## config.mk

```make
export PLATFORM = sky130hd
export DESIGN_NAME = fetch_unit
export DESIGN_NICKNAME = d
export VERILOG_FILES = /design/src/rtl/fetch_unit.sv
export SDC_FILE = /design/constraint.sdc
export NUM_CORES = 1
export LEC_CHECK = 0
export ABC_AREA = 1
export ABC_CLOCK_PERIOD_IN_PS = 1700
export CAP_MARGIN = 20
export CORE_MARGIN = 5
export CORE_UTILIZATION = 37
export CTS_CLUSTER_DIAMETER = 150
export DETAILED_ROUTE_END_ITERATION = 10
export PLACE_DENSITY = 0.79
export SYNTH_ARGS = -nofsm -noshare
export SYNTH_HDL_FRONTEND = slang
export SYNTH_SLANG_ARGS = --single-unit
export TNS_END_PERCENT = 50
```

## constraint.sdc

```tcl
create_clock -name clock -period 1.7 [get_ports clock]
set_input_delay 0.34 -clock clock [delete_from_list [all_inputs] [get_ports clock]]
set_output_delay 0.34 -clock clock [all_outputs]
set_load 0.01 [all_outputs]
```

## src/rtl/fetch_unit.sv

```systemverilog
// Instruction fetch unit: one fetch in flight, redirect-aware, drives the PC register load strobe.
// Optional misaligned-fetch trapping is enabled by defining FETCH_MISALIGN_CHECK_EN.
module fetch_unit (
  input  logic        clock,
  input  logic        reset,
  input  logic [31:0] current_pc,
  output logic        pc_load,
  output logic [31:0] next_pc,
  output logic        mem_req,
  output logic [31:0] mem_addr,
  input  logic        mem_ready,
  input  logic [31:0] mem_rdata,
  output logic        instr_valid,
  output logic [31:0] instr,
  output logic [31:0] instr_pc,
  input  logic        instr_ready,
  input  logic        redirect_valid,
  input  logic [31:0] redirect_pc,
  output logic        fetch_fault
);

  localparam int unsigned XLEN = 32;
  localparam logic [XLEN-1:0] INSTR_BYTES = XLEN'(4);

`ifdef FETCH_MISALIGN_CHECK_EN
  typedef enum logic [1:0] {
    S_ISSUE = 2'd0,
    S_WAIT  = 2'd1,
    S_HOLD  = 2'd2,
    S_FAULT = 2'd3
  } state_t;
`else
  typedef enum logic [1:0] {
    S_ISSUE = 2'd0,
    S_WAIT  = 2'd1,
    S_HOLD  = 2'd2
  } state_t;
`endif

  state_t            state_q, state_d;
  logic              kill_q, kill_d;
  logic [XLEN-1:0]   req_addr_q, req_addr_d;
  logic [XLEN-1:0]   instr_q, instr_d;
  logic [XLEN-1:0]   instr_pc_q, instr_pc_d;
`ifdef FETCH_MISALIGN_CHECK_EN
  logic              fault_q, fault_d;
`endif

  // State and datapath registers
  always_ff @(posedge clock) begin
    if (reset) begin
      state_q    <= S_ISSUE;
      kill_q     <= 1'b0;
      req_addr_q <= '0;
      instr_q    <= '0;
      instr_pc_q <= '0;
`ifdef FETCH_MISALIGN_CHECK_EN
      fault_q    <= 1'b0;
`endif
    end else begin
      state_q    <= state_d;
      kill_q     <= kill_d;
      req_addr_q <= req_addr_d;
      instr_q    <= instr_d;
      instr_pc_q <= instr_pc_d;
`ifdef FETCH_MISALIGN_CHECK_EN
      fault_q    <= fault_d;
`endif
    end
  end

  // Next-state and strobe logic
  always_comb begin
    state_d     = state_q;
    kill_d      = kill_q;
    req_addr_d  = req_addr_q;
    instr_d     = instr_q;
    instr_pc_d  = instr_pc_q;
`ifdef FETCH_MISALIGN_CHECK_EN
    fault_d     = fault_q;
`endif
    pc_load     = 1'b0;
    next_pc     = '0;
    mem_req     = 1'b0;
    instr_valid = 1'b0;

    case (state_q)
      S_ISSUE: begin
        if (!redirect_valid) begin
`ifdef FETCH_MISALIGN_CHECK_EN
          if (current_pc[1:0] != 2'b00) begin
            fault_d = 1'b1;
            state_d = S_FAULT;
          end else begin
            req_addr_d = current_pc;
            state_d    = S_WAIT;
          end
`else
          req_addr_d = current_pc;
          state_d    = S_WAIT;
`endif
        end
      end
      S_WAIT: begin
        mem_req = 1'b1;
        if (mem_ready) begin
          // A pending or same-cycle redirect makes the returning word stale
          if (kill_q || redirect_valid) begin
            kill_d  = 1'b0;
            state_d = S_ISSUE;
          end else begin
            instr_d    = mem_rdata;
            instr_pc_d = req_addr_q;
            pc_load    = 1'b1;
            next_pc    = req_addr_q + INSTR_BYTES;
            state_d    = S_HOLD;
          end
        end else if (redirect_valid) begin
          kill_d = 1'b1;
        end
      end
      S_HOLD: begin
        instr_valid = !redirect_valid;
        if (redirect_valid || instr_ready) begin
          state_d = S_ISSUE;
        end
      end
`ifdef FETCH_MISALIGN_CHECK_EN
      S_FAULT: begin
        if (redirect_valid) begin
          fault_d = 1'b0;
          state_d = S_ISSUE;
        end
      end
`endif
      default: state_d = S_ISSUE;
    endcase

    // Redirect wins over the sequential PC update in every state
    if (redirect_valid) begin
      pc_load = 1'b1;
      next_pc = redirect_pc;
    end

    if (reset) begin
      pc_load     = 1'b0;
      next_pc     = '0;
      mem_req     = 1'b0;
      instr_valid = 1'b0;
    end
  end

`ifdef FETCH_MISALIGN_CHECK_EN
  assign mem_addr    = req_addr_q;
  assign fetch_fault = fault_q;
`else
  assign mem_addr    = {req_addr_q[XLEN-1:2], 2'b00};
  assign fetch_fault = 1'b0;
`endif

  assign instr    = instr_q;
  assign instr_pc = instr_pc_q;

endmodule

```

==> impl_metrics.toml, run 1 <==
[detailed_routing]
wl_per_cell_um = 17.5
drc = 0
drt-initial-drc-count = 423
ant_nets = 0
routed_wirelength_um = 21700
vias = 6228
firstDrtPassIters = 5
viasPerCell = 5.00

[power_and_ir_drop]
fin_total_pwr_mw = 5.95
power_switching_mw = 1.74
switching_share = 0.292
p_leak_nw = 4.22
peakVddDrop_mv = 0.770
p_comb_frac = 0.240
power_frac_clock = 0.332
power_density_mw_per_mm2 = 653
p_seq_frac = 0.428
p_int_mw = 4.21

[logic_synthesis]
ys.flop_type = "dfxtp_1"
synth.avg_cell_area_um2 = 6.70
ys_ff_latch = 99
syn_area_mm2 = 0.00494
syn_inst = 737
synth_top_family_by_area = "simple AND/OR/NAND/NOR gates"
synthMuxAreaShare = 0
synth_fa_ha_area_frac = 0.00253
yosys_warnings = 0
synth_cell_types = 28
async_flop_share = 0
synthSimpleGateAreaFrac = 0.310
synth_xor_area_frac = 0
synth_edf_count = 0
yosysSeqAreaShare = 0.401
synth_compound_area_frac = 0.160

[critical_path]
worstSetupPathType = "reg2out"
critPathMaxStageDelay_ns = 0.37
cp-end-kind = "primary output"
path_cells = "buf_6 > inv_4 > nor2_4 > nand4_1 > buf_4 > a21oi_4 > o21ai_2 > a21oi_2 > buf_2"
path_delay_family = "buffers and inverters"
cp_num_buf_inv = 4
startpoint_type = "register"
reg2regPathDepth = 9
cp_max_fo = 4
slowest_stage = "dfxtp_2"
cp.required_ns = 1.36
cp_num_cells = 9
critPathArrivalTime_ns = 2.01

[sta]
worst_slew_pin_slew_ns = 0.620
fin_crit_ns = 2.35
fin_crit_sh = 1.38
setup-violations-final = 34
fin_skew_ns = 0.00548
timing.fmax_mhz = 425
finalHoldViolCount = 0
slew_headroom = 0.586
setup_ws_ns = -0.651
slew_viol_final = 0
rsz0062_at_grt = "yes"

[place]
placed_cells = 1190
routabilityCongestion = 0.881
port-buffer-count = 229
dp.final_hpwl_um = 14000
dp_slack_ns = -0.972

[floorplanning]
fp.dieH_um = 126
io_pins = 233
die_x_um = 126
start_util = 0.375
core_area_mm2 = 0.0132
dieArea_mm2 = 0.0158
rows = 42

[layout]
final_layout_size_suffix_gt1_frac = 0.325
final_cell_count_no_fill = 1245
synthToLayoutAreaGrowth_pct = 84.4
nets = 1167
antenna_cells = 0
final_core_util = 0.691
multi_input_area_mm2 = 0.00279
num-fill-cells = 1000
seqCellArea_mm2 = 0.00202

[hold_path]
min_path_cells = 2
hold_path_class = "reg2reg"

[flow_run]
max-cap-violations = 0

[cts]
h-tree-depth = 3
clk_pin_slew_ns = 0.07
cts_tree = "done"
cts_buffers = 9
cts_hold_buffers = 0
clockBufferDepth = 2
root_buffer = "clkbuf_16"
clock_latency_ns = 0.35
cts.sinks = 99

[grt]
grt_pass1_vias = 6272
gr-total-overflow = 0
grt_max_degree = 71
grt_use_total = 0.253
grt_pass1_wl_um = 32100
antenna_found_initial = 1

[run_status]
violations = "negative setup slack"
status = "finished, violations left"
-- per-stage QoR --
step / setup TNS, ns / hold slack (ns) / cell area, µm²
6_report: -16.30 / 0.468 / 9110
5_1_grt: -19.06 / 0.485 / 9110
4_1_cts: -15.16 / 0.465 / 8720
3_5_place_dp: -66.15 / 0.453 / 8010
3_3_place_gp: -62.25 / 0.447 / 8010
2_1_floorplan: -0.00290 / 0.455 / 4960
-- Yosys cell counts (all sizes together) (2+ instances only) --
cell      n  area (µm²)
a21oi    49         245
nor3      8        40.0
nand2   107         404
or2       2        12.5
nand3    44         250
nor2    190         774
dfxtp    99        1980
o21bai    3        22.5
nand4     7        43.8
clkbuf   22        82.6
buf      52         360
inv      47         176
o21ai   103         515
-- cell families (layout without fill, tap and decap cells) --
group                      Yosys count  count (layout)
and+or+nand+nor                    359             359
AOI/OAI and AO/OA                  156             156
buffers and inverters              121             451
DFF                                 99              99
adders and majority gates            1               1
other                                1               3
-- per-layer routing --
metal / vias up / global-route usage / wire length (µm)
met2: 306 / 0.417 / 10200
met5: - / 0 / 13
met1: 2854 / 0.289 / 8390
li1: 2992 / - / -
met3: 74 / 0.101 / 2190
met4: 2 / 0.114 / 925
-- cell type report --
| type | count | area share |
|---|---|---|
| Timing Repair Buffer | 388 | 0.397 |
| Multi-Input combinational cell | 519 | 0.306 |
| Sequential cell | 99 | 0.221 |
| Clock buffer | 9 | 0.0247 |
| Tap cell | 176 | 0.0242 |
| Inverter | 47 | 0.0213 |
| Clock inverter | 6 | 0.00535 |
| Timing Repair inverter | 1 | 0.000687 |
-- power groups by stage --
stage | registers (mW) | clock network (mW) | logic (mW)
after global routing | 2.56 | 2.10 | 1.53
after floorplan | 2.62 | 0 | 0.494
final | 2.55 | 1.98 | 1.43
after detailed placement | 2.58 | 0 | 1.34
after global placement | 2.58 | 0 | 1.33
after CTS | 2.54 | 2.01 | 1.36
-- registers in the layout, summed over array words and instances (netlist names) --
| name | flops |
|---|---|
| kill_q | 1 |
| req_addr_q | 32 |
| instr | 32 |
| state_q | 2 |
| instr_pc | 32 |
-- worst reg2reg max path, stage by stage (launching register included) --
cell	delay [ns]
dfxtp_2	0.33
nor2_2	0.11
inv_2	0.09
nor2_8	0.13
buf_12	0.13
buf_12	0.13
buf_4	0.17
buf_12	0.17
o21ai_0	0.14
nor2_1	0.16
-- final timing paths --
| path | from | to | slack [ns] |
|---|---|---|---|
| min | instr_pc[17]$_SDFFE_PP0P_ | instr_pc[17]$_SDFFE_PP0P_ | 0.47 |
| max reg2reg | kill_q$_SDFFE_PP0P_ | instr[12]$_SDFFE_PP0P_ | 0.08 |
| max | req_addr_q[2]$_SDFFE_PP0P_ | next_pc[11] | -0.65 |
| min reg2reg | instr_pc[17]$_SDFFE_PP0P_ | instr_pc[17]$_SDFFE_PP0P_ | 0.47 |
-- cells in the final DEF, fill, tap and decap left out, types with 8 or more instances in the layout --
| master | n |
|---|---|
| nor2_1 | 161 |
| nor2_4 | 13 |
| buf_12 | 12 |
| buf_6 | 22 |
| dfxtp_1 | 82 |
| inv_1 | 36 |
| clkdlybuf4s50_1 | 163 |
| nand3_1 | 18 |
| dfxtp_2 | 12 |
| nand3_2 | 23 |
| a21oi_1 | 32 |
| clkbuf_16 | 11 |
| o21ai_0 | 91 |
| dlygate4sd2_1 | 24 |
| nand2_1 | 86 |
| inv_2 | 8 |
| buf_4 | 127 |
| nor2_2 | 15 |
| o21ai_2 | 8 |
| nand2_2 | 14 |
| buf_2 | 30 |
| a21oi_2 | 16 |
-- what timing repair did --
| action | in CTS | in global routing |
|---|---|---|
| pin swaps | 29 | 46 |
| buffers inserted | 27 | 11 |
| gates resized for setup | 268 | 90 |
| setup endpoints to repair | 123 | 78 |
| gates cloned | 4 | 1 |
Note: power is estimated with default switching activity, not from simulation.
==> run 2, diff against run 1 <==
ABC_CLOCK_PERIOD_IN_PS = 2230   (was 1700)
CORE_UTILIZATION = 42   (was 37)
HOLD_SLACK_MARGIN = 0.06   (was unset)
PLACE_DENSITY = 0.94   (was 0.79)
clock period = 2.23 ns   (was 1.7 ns; I/O delays follow)
==> impl_metrics.toml, run 2 (synthesis gave the netlist of run 1 again) <==
[run_status]
status = "finished, violations left"
violations = "negative setup slack"

[critical_path]
critPathMaxStageDelay_ns = 0.37
cp.required_ns = 1.78
slowest_stage = "dfxtp_4"
cp_num_buf_inv = 2
cp_max_fo = 3
path_delay_family = "simple AND/OR/NAND/NOR gates"
worstSetupPathType = "reg2out"
cp-end-kind = "primary output"
path_cells = "ha_4 > nand2_4 > nor2_4 > buf_6 > nand3b_1 > nor2_2 > nand3_1 > nand2_1 > nor2_2 > nor2_1 > buf_2"
startpoint_type = "register"
crit_top_cell = "nor2_2"
critPathArrivalTime_ns = 2.01

[power_and_ir_drop]
p_leak_nw = 3.68
peakVddDrop_mv = 0.374
fin_total_pwr_mw = 4.40
power_density_mw_per_mm2 = 523

[flow_run]
max-cap-violations = 0

[grt]
grt_max_degree = 53
gr-total-overflow = 0
grt_util_met3 = 0.0974
grt_pass1_vias = 5965
grt_pass1_wl_um = 30400
grt_busiest_layer = "met2"
met1_usage = 0.317
grt_util_met2 = 0.418
grt_use_total = 0.263
antenna_found_initial = 0

[sta]
finalHoldViolCount = 0
setup_ws_ns = -0.229
timing.fmax_mhz = 407
fin_crit_sh = 1.10
worst_hold_slack_ns = 0.462
slew_viol_final = 0
fin_skew_ns = 0.00607
fin_crit_ns = 2.46
setup-violations-final = 24
rsz0062_at_grt = "yes"

[hold_path]
hold_path_class = "reg2reg"

[floorplanning]
die_x_um = 118
core_area_mm2 = 0.0115
dieArea_mm2 = 0.0140
start_util = 0.431
io_pins = 233
rows = 39
fp.dieH_um = 118

[detailed_routing]
ant_nets = 0
viasPerCell = 5.29
routed_wirelength_um = 20100
firstDrtPassIters = 6
wl_per_cell_um = 17.2
drt-initial-drc-count = 569
drc = 0
vias = 6181

[layout]
synthToLayoutAreaGrowth_pct = 70.1
nets = 1123
final_cell_mix = "193 x clkdlybuf4s50_1, 163 x nor2_1, 98 x buf_4, 96 x nand2_1, 94 x o21ai_0"
final_layout_size_suffix_gt1_frac = 0.241
layout_commonest_cell = "clkdlybuf4s50_1"
antenna_cells = 0

[cts]
cts_tree = "done"
clockBufferDepth = 2
cts_buffers = 9
clock_latency_ns = 0.34
cts.sinks = 99
h-tree-depth = 3
cts_hold_buffers = 0
clk_pin_slew_ns = 0.07
root_buffer = "clkbuf_16"

[place]
routabilityCongestion = 0.936
port-buffer-count = 229
dp.final_hpwl_um = 14000
## run 2: cell type report
class                      count  area, µm²
timing repair buffer         345       3160
fill                         788       3060
multi-input combinational    519       2610
clock buffer                  10        229
inverter                      47        184
tap                          143        179
clock inverter                 6       41.3
sequential                    99       2000
## run 2: timing repair
item,CTS,global route
setup buffers,15,4
setup endpoints to repair,35,30
gates resized for setup,154,74
pin swaps,16,18
cloned,1,0
## run 2: worst min-delay path: cells and delay by family (launching register included)
| family | cells | cell delay (ns) |
|---|---|---|
| AOI/OAI and AO/OA | 1 | 0.05 |
| and+or+nand+nor | 1 | 0.06 |
| DFF | 1 | 0.31 |
## run 2: final timing paths
kind | slack [ns] | startpoint | end | cells after the start
max | -0.23 | req_addr_q[2]$_SDFFE_PP0P_ | next_pc[28] | 11
min | 0.46 | instr_pc[0]$_SDFFE_PP0P_ | instr_pc[0]$_SDFFE_PP0P_ | 2
max reg2reg | 0.69 | state_q[0]$_SDFFE_PP0P_ | instr_pc[12]$_SDFFE_PP0P_ | 6
min reg2reg | 0.46 | instr_pc[0]$_SDFFE_PP0P_ | instr_pc[0]$_SDFFE_PP0P_ | 2
## run 2: layer usage
| layer | vias to the layer above | share of wire |
|---|---|---|
| li1 | 2906 | - |
| met1 | 2800 | 0.37 |
| met2 | 380 | 0.46 |
| met3 | 95 | 0.11 |
| met4 | 0 | 0.058 |
| met5 | - | 0 |
## run 2: stage by stage
| step | cells | TNS, ns | instance area, µm² | setup WS [ns] | util |
|---|---|---|---|---|---|
| 2_1_floorplan | 739 | 0 | 4950 | 0.287 | - |
| 3_3_place_gp | 1135 | -17.37 | 7770 | -0.607 | 0.678 |
| 3_5_place_dp | 1135 | -19.77 | 7770 | -0.642 | 0.678 |
| 4_1_cts | 1167 | -2.63 | 8210 | -0.205 | 0.716 |
| 5_1_grt | 1169 | -4.51 | 8410 | -0.343 | 0.733 |
| 6_report | 1169 | -2.14 | 8410 | -0.229 | 0.733 |
## run 2: report_power, final
part           leakage, nW  internal, mW  switching, mW
registers            0.813          1.87         0.0749
logic                 2.75         0.543          0.477
clock network        0.125         0.757          0.680
total                 3.68          3.17           1.23
==> run 3, diff against run 2 <==
CAP_MARGIN = unset   (was 20)
==> results of run 3 <==
Same layout as run 2: the final DEF is identical, and so are final timing and power.
